[config.mk]
export PLATFORM = sky130hd
export DESIGN_NAME = quad_decoder_16
export DESIGN_NICKNAME = d
export VERILOG_FILES = /design/src/rtl/quad_pkg.sv /design/src/rtl/quad_glitch_filter.sv /design/src/rtl/quad_decoder_16.sv
export SDC_FILE = /design/constraint.sdc
export NUM_CORES = 1
export LEC_CHECK = 0
export CORE_MARGIN = 1.5
export CORE_UTILIZATION = 49
export CTS_CLUSTER_DIAMETER = 30
export CTS_CLUSTER_SIZE = 16
export DETAILED_ROUTE_END_ITERATION = 12
export DONT_BUFFER_PORTS = 1
export GPL_ROUTABILITY_DRIVEN = 0
export PLACE_DENSITY = 0.66
export SETUP_SLACK_MARGIN = 0.2
export SYNTH_ARGS = -nofsm -noshare
export SYNTH_HDL_FRONTEND = slang
export SYNTH_SLANG_ARGS = --single-unit
[constraint.sdc]
create_clock -name Clock -period 2 [get_ports Clock]
set_clock_uncertainty 0.2 [all_clocks]
set_input_delay 0.4 -clock Clock [delete_from_list [all_inputs] [get_ports Clock]]
set_output_delay 0.4 -clock Clock [all_outputs]
set_load 0.005 [all_outputs]
[src/rtl/quad_pkg.sv]
// Shared constants and step classification for the quadrature decoder.
// AB states are packed as {A, B}; the up direction has channel A leading.
package quad_pkg;

  localparam int FILT_W = 4;

  localparam logic [1:0] QS_00 = 2'b00;
  localparam logic [1:0] QS_10 = 2'b10;
  localparam logic [1:0] QS_11 = 2'b11;
  localparam logic [1:0] QS_01 = 2'b01;

  localparam logic DIR_UP = 1'b1;
  localparam logic DIR_DN = 1'b0;

  typedef enum logic [1:0] {
    STEP_NONE,
    STEP_UP,
    STEP_DN,
    STEP_ERR
  } step_e;

  typedef enum logic {
    ST_PRIME,
    ST_RUN
  } dec_state_e;

  // Successor of an AB state when rotating in the up direction.
  function automatic logic [1:0] next_up(input logic [1:0] ab);
    logic [1:0] nxt;
    case (ab)
      QS_00:   nxt = QS_10;
      QS_10:   nxt = QS_11;
      QS_11:   nxt = QS_01;
      default: nxt = QS_00;
    endcase
    return nxt;
  endfunction

  function automatic step_e quad_step(input logic [1:0] prev, input logic [1:0] cur);
    step_e st;
    if (prev == cur)
      st = STEP_NONE;
    else if ((prev ^ cur) == 2'b11)
      st = STEP_ERR;
    else if (next_up(prev) == cur)
      st = STEP_UP;
    else
      st = STEP_DN;
    return st;
  endfunction

endpackage

[src/rtl/quad_glitch_filter.sv]
// Synchroniser followed by a stable-count glitch filter for one raw input.
// Also reports when the synced input has held one level for FILT_LEN samples.
module quad_glitch_filter
  import quad_pkg::*;
#(
  parameter int SYNC_STAGES = 2,
  parameter int FILT_LEN    = 4
) (
  input  logic Clock,
  input  logic Sclr,
  input  logic i_raw,
  output logic o_filt,
  output logic o_filt_next,
  output logic o_stable
);

  localparam logic [FILT_W-1:0] LP_LAST = FILT_W'(FILT_LEN - 1);
  localparam logic [FILT_W-1:0] LP_LEN  = FILT_W'(FILT_LEN);

  logic [SYNC_STAGES-1:0] r_sync;
  logic [SYNC_STAGES-1:0] r_fill;
  logic [FILT_W-1:0]      r_cnt;
  logic [FILT_W-1:0]      r_run;
  logic                   r_filt;
  logic                   r_last;

  logic [FILT_W-1:0]      w_cnt_next;
  logic [FILT_W-1:0]      w_run_next;
  logic                   w_synced;
  logic                   w_filled;
  logic                   w_differs;
  logic                   w_take;

  always_comb begin
    w_synced  = r_sync[SYNC_STAGES-1];
    w_filled  = r_fill[SYNC_STAGES-1];
    w_differs = (w_synced != r_filt);
    w_take    = w_differs && (r_cnt == LP_LAST);

    if (!w_differs || w_take)
      w_cnt_next = '0;
    else
      w_cnt_next = r_cnt + 1'b1;

    // Run length of identical synced samples, only once the sync chain holds real data.
    w_run_next = r_run;
    if (w_filled) begin
      if ((r_run == '0) || (w_synced != r_last))
        w_run_next = FILT_W'(1);
      else if (r_run != LP_LEN)
        w_run_next = r_run + 1'b1;
    end

    o_filt      = r_filt;
    o_filt_next = w_take ? w_synced : r_filt;
    o_stable    = w_filled && (w_run_next == LP_LEN);
  end

  always_ff @(posedge Clock) begin
    if (Sclr) begin
      r_sync <= '0;
      r_fill <= '0;
      r_cnt  <= '0;
      r_run  <= '0;
      r_filt <= 1'b0;
      r_last <= 1'b0;
    end else begin
      r_sync <= {r_sync[SYNC_STAGES-2:0], i_raw};
      r_fill <= {r_fill[SYNC_STAGES-2:0], 1'b1};
      r_cnt  <= w_cnt_next;
      r_run  <= w_run_next;
      r_last <= w_synced;
      if (w_take)
        r_filt <= w_synced;
    end
  end

endmodule

[src/rtl/quad_decoder_16.sv]
// Quadrature x4 decoder: filtered A/B/Idx in, one-cycle count/clear pulses out
// for a downstream position counter, plus a sticky illegal-transition flag.
module quad_decoder_16
  import quad_pkg::*;
#(
  parameter int FILT_LEN    = 4,
  parameter int SYNC_STAGES = 2
) (
  input  logic Clock,
  input  logic Sclr,
  input  logic A,
  input  logic B,
  input  logic Idx,
  input  logic Idx_En,
  input  logic Err_Clr,
  output logic Cnt_En,
  output logic UpDown,
  output logic Cnt_Sclr,
  output logic Ready,
  output logic Err
);

  logic [2:0] w_raw;
  logic [2:0] w_filt;
  logic [2:0] w_filt_next;
  logic [2:0] w_stable;

  assign w_raw = {Idx, B, A};

  genvar gi;
  generate
    for (gi = 0; gi < 3; gi++) begin : g_filt
      quad_glitch_filter #(
        .SYNC_STAGES (SYNC_STAGES),
        .FILT_LEN    (FILT_LEN)
      ) u_filt (
        .Clock       (Clock),
        .Sclr        (Sclr),
        .i_raw       (w_raw[gi]),
        .o_filt      (w_filt[gi]),
        .o_filt_next (w_filt_next[gi]),
        .o_stable    (w_stable[gi])
      );
    end
  endgenerate

  // The index channel only needs its filtered level.
  logic w_unused_idx;
  assign w_unused_idx = &{1'b0, w_filt_next[2], w_stable[2]};

  dec_state_e r_state;
  logic [1:0] r_prev;
  logic       r_cnt_en;
  logic       r_updown;
  logic       r_cnt_sclr;
  logic       r_err;
  logic       r_idx_prev;

  dec_state_e w_state_next;
  logic [1:0] w_prev_next;
  logic       w_cnt_en_next;
  logic       w_updown_next;
  logic       w_cnt_sclr_next;
  logic       w_err_next;
  logic [1:0] w_ab;
  logic [1:0] w_ab_next;
  step_e      w_step;

  always_comb begin
    w_ab            = {w_filt[0], w_filt[1]};
    w_ab_next       = {w_filt_next[0], w_filt_next[1]};
    w_step          = quad_step(r_prev, w_ab);

    w_state_next    = r_state;
    w_prev_next     = r_prev;
    w_cnt_en_next   = 1'b0;
    w_updown_next   = r_updown;
    w_err_next      = r_err & ~Err_Clr;
    w_cnt_sclr_next = w_filt[2] & ~r_idx_prev & Idx_En;

    case (r_state)
      ST_PRIME: begin
        // Capture the level the filters settle on this edge so priming never counts.
        if (w_stable[0] && w_stable[1]) begin
          w_state_next = ST_RUN;
          w_prev_next  = w_ab_next;
        end
      end
      ST_RUN: begin
        w_prev_next = w_ab;
        case (w_step)
          STEP_UP: begin
            w_cnt_en_next = 1'b1;
            w_updown_next = DIR_UP;
          end
          STEP_DN: begin
            w_cnt_en_next = 1'b1;
            w_updown_next = DIR_DN;
          end
          STEP_ERR: w_err_next = 1'b1;
          default: ;
        endcase
      end
      default: w_state_next = ST_PRIME;
    endcase
  end

  always_ff @(posedge Clock) begin
    if (Sclr) begin
      r_state    <= ST_PRIME;
      r_prev     <= QS_00;
      r_cnt_en   <= 1'b0;
      r_updown   <= DIR_UP;
      r_cnt_sclr <= 1'b0;
      r_err      <= 1'b0;
      r_idx_prev <= 1'b0;
    end else begin
      r_state    <= w_state_next;
      r_prev     <= w_prev_next;
      r_cnt_en   <= w_cnt_en_next;
      r_updown   <= w_updown_next;
      r_cnt_sclr <= w_cnt_sclr_next;
      r_err      <= w_err_next;
      r_idx_prev <= w_filt[2];
    end
  end

  assign Cnt_En   = r_cnt_en;
  assign UpDown   = r_updown;
  assign Cnt_Sclr = r_cnt_sclr;
  assign Ready    = (r_state == ST_RUN);
  assign Err      = r_err;

endmodule

==> impl_metrics.json <==
{
  "stdcell_area_um2": 2150,
  "grt_overflow": 0,
  "first_pass_iters": 4,
  "cap_viol_max_count": 0,
  "cts_tree": "done",
  "layoutNonFillerInstCount": 253,
  "syn-instance-count": 191,
  "pre_cts_ws_ns": 0.0507,
  "grt_max_degree": 26,
  "critical_path.startpoint_type": "flop",
  "internal_power_mw": 1.14,
  "grt_setup_unrepaired": "true",
  "ys.flop_type": "dfxtp_1",
  "synthArstFlopShare_pct": 0,
  "finalSetupViolCount": 0,
  "ctsRootBufferMaster": "clkbuf_8",
  "avgSynthCellArea_um2": 9.74,
  "nets": 220,
  "antenna_cells": 0,
  "yosysSeqAreaShare_pct": 44.1,
  "crit_family": "simple AND/OR/NAND/NOR gates",
  "multi_input_area_um2": 1030,
  "cp_slowest_cell": "dfxtp_4",
  "die_x_um": 64.6,
  "antenna_found_initial": 0,
  "vias_per_cell": 5.20,
  "leakage_nw": 0.842,
  "initial_core_util_pct": 50.8,
  "totalPowerFinal_mw": 1.51,
  "use_met2_pct": 31.4,
  "wl_um": 3470,
  "grt_util_met3_pct": 6.08,
  "rows": 22,
  "gr-usage-met1_pct": 23.4,
  "busiest_layer": "met2",
  "worstSetupPathType": "reg -> reg",
  "crit_chain": "buf_4 > nor4bb_2 > a31oi_2 > nor4b_4 > a41o_1 > o22ai_2",
  "drc": 0,
  "final_common_cell": "dfxtp_1",
  "port-buffer-count": 0,
  "cts.sinks": 41,
  "netlist_area_um2": 1860,
  "io_pins": 12,
  "wl_per_cell_um": 13.7,
  "ys_types": 43,
  "report.final.slew_viol_count": 0,
  "min_period_over_period_pct": 93.6,
  "place_area_um2": 1920,
  "final_cell_mix": "35 x dfxtp_1, 24 x nor2_1, 12 x a21oi_1, 12 x nor2b_1, 10 x buf_4",
  "grt_pass1_vias": 1356,
  "die_h_um": 64.6,
  "arrival_ns": 1.86,
  "combinationalPowerShare_pct": 7.9,
  "worst_slew_pin_slew_ns": 0.917,
  "drive_gt1_share_pct": 23.4,
  "clockBufferDepth": 2,
  "critPathMaxFanout": 5,
  "drtIter0Drc": 51,
  "ir_worst_vdd_uv": 567,
  "worst_setup_path_end_kind": "flop",
  "fmax_mhz": 534,
  "yosysWarnings": 0,
  "power.switching_uw": 371,
  "period_minus_slack_ns": 1.87,
  "regArea_um2": 833,
  "synth_top_area_share_pct": 44.1,
  "fin_ws_ns": 0.127,
  "clkPwrFrac_pct": 36.1,
  "p_per_area_nw_per_um2": 701,
  "pwr-share-seq_pct": 56.0,
  "syn2layout_area_growth_pct": 15.8,
  "slowest_delay_ns": 0.37,
  "cts_buffers": 5,
  "placedCellCount": 237,
  "design.core.area_um2": 3660,
  "synth_seq_cells": 41,
  "synth.area.top_cells": "dfxtp_1 44%, ha_1 6.1%, nor2_1 4.8%",
  "hold_viol": 0,
  "fillCellCount": 303,
  "cp.required_ns": 1.98,
  "status": "finished clean",
  "via_count": 1316,
  "final_antenna_net_count": 0,
  "die_area_um2": 4180,
  "grt_pass1_wl_um": 6160,
  "swShare_pct": 24.6,
  "htreeDepth": 2,
  "synth_top_area_cell": "dfxtp_1",
  "syn_nets": 207,
  "clk_pin_slew_ns": 0.08,
  "max_slew_margin_pct": 38.8,
  "min_path_type": "in -> reg",
  "clk_latency_ns": 0.30,
  "path_buf_inv": 1,
  "dp_hpwl_um": 2340,
  "synth_edf_count": 0,
  "grtUsageTotal_pct": 19.4
}
==> cells by family after synthesis <==
logic type	share of synthesized area (%)
compound gates	10.4
flops	44.1
xor+xnor	7.53
fa+ha+maj	6.05
simple gates	24.0
buf+inv	4.30
mux	3.56
==> synth_stat cells (all sizes together) (3+ instances only) <==
master	n
inv	11
mux2i	4
or3	3
nand2	6
clkbuf	5
nor2b	12
ha	9
nand2b	7
nand3	6
xor2	7
nor2	24
a21oi	12
dfxtp	41
nor3b	5
xnor2	9
==> what timing repair did <==
action / CTS / global route
endpoints found under the hold margin: 25 / 0
setup endpoints to repair: 4 / 10
setup buffers: 4 / 2
pin swaps: 5 / 7
hold buffers: 2 / 0
gates resized for setup: 8 / 15
==> final timing paths <==
check                             start                         end  cells past startpoint  slack, ns
min                                   A  g_filt[0].u_filt.r_sync[0]                      1       0.02
max reg2reg   g_filt[1].u_filt.r_run[0]                   r_prev[1]                      6       0.13
max           g_filt[1].u_filt.r_run[0]                   r_prev[1]                      6       0.13
min reg2reg  g_filt[2].u_filt.r_sync[0]  g_filt[2].u_filt.r_sync[1]                      1       0.24
==> registers in the layout, indices dropped and copies added, names as in the netlist, 2 cells and up <==
register,flops
g_filt.u_filt.r_run,8
g_filt.u_filt.r_cnt,12
g_filt.u_filt.r_last,2
g_filt.u_filt.o_filt,3
r_prev,2
g_filt.u_filt.r_sync,6
g_filt.u_filt.r_fill,2
==> power by group through the flow <==
stage / logic, mW / clock network, mW / registers [mW]
after floorplan: 0.0754 / 0 / 0.861
after global routing: 0.130 / 0.600 / 0.848
after global placement: 0.0739 / 0 / 0.864
after detailed placement: 0.0769 / 0 / 0.866
after CTS: 0.101 / 0.559 / 0.845
final: 0.119 / 0.546 / 0.845
==> routing by layer <==
layer	share of wire [%]	vias up
met2	47	13
met1	48	628
met5	0	-
met3	3.0	4
li1	-	671
met4	1.7	0
==> per-stage QoR <==
step / setup TNS (ns) / util [%] / hold slack [ns]
2_1_floorplan: 0 / - / 0.214
3_3_place_gp: 0 / 52.4 / 0.226
3_5_place_dp: 0 / 52.4 / 0.228
4_1_cts: 0 / 56.9 / 0.0177
5_1_grt: -0.000552 / 58.9 / 0.0162
6_report: 0 / 58.9 / 0.0217
==> cell type report <==
| class | count | share of cell area, % |
|---|---|---|
| Clock inverter | 3 | 0.987 |
| Inverter | 11 | 2.03 |
| Clock buffer | 5 | 3.19 |
| Sequential cell | 41 | 38.7 |
| Timing Repair Buffer | 12 | 4.53 |
| Tap cell | 48 | 2.79 |
| Multi-Input combinational cell | 133 | 47.8 |
No activity file was read; power rests on OpenSTA's default activity.
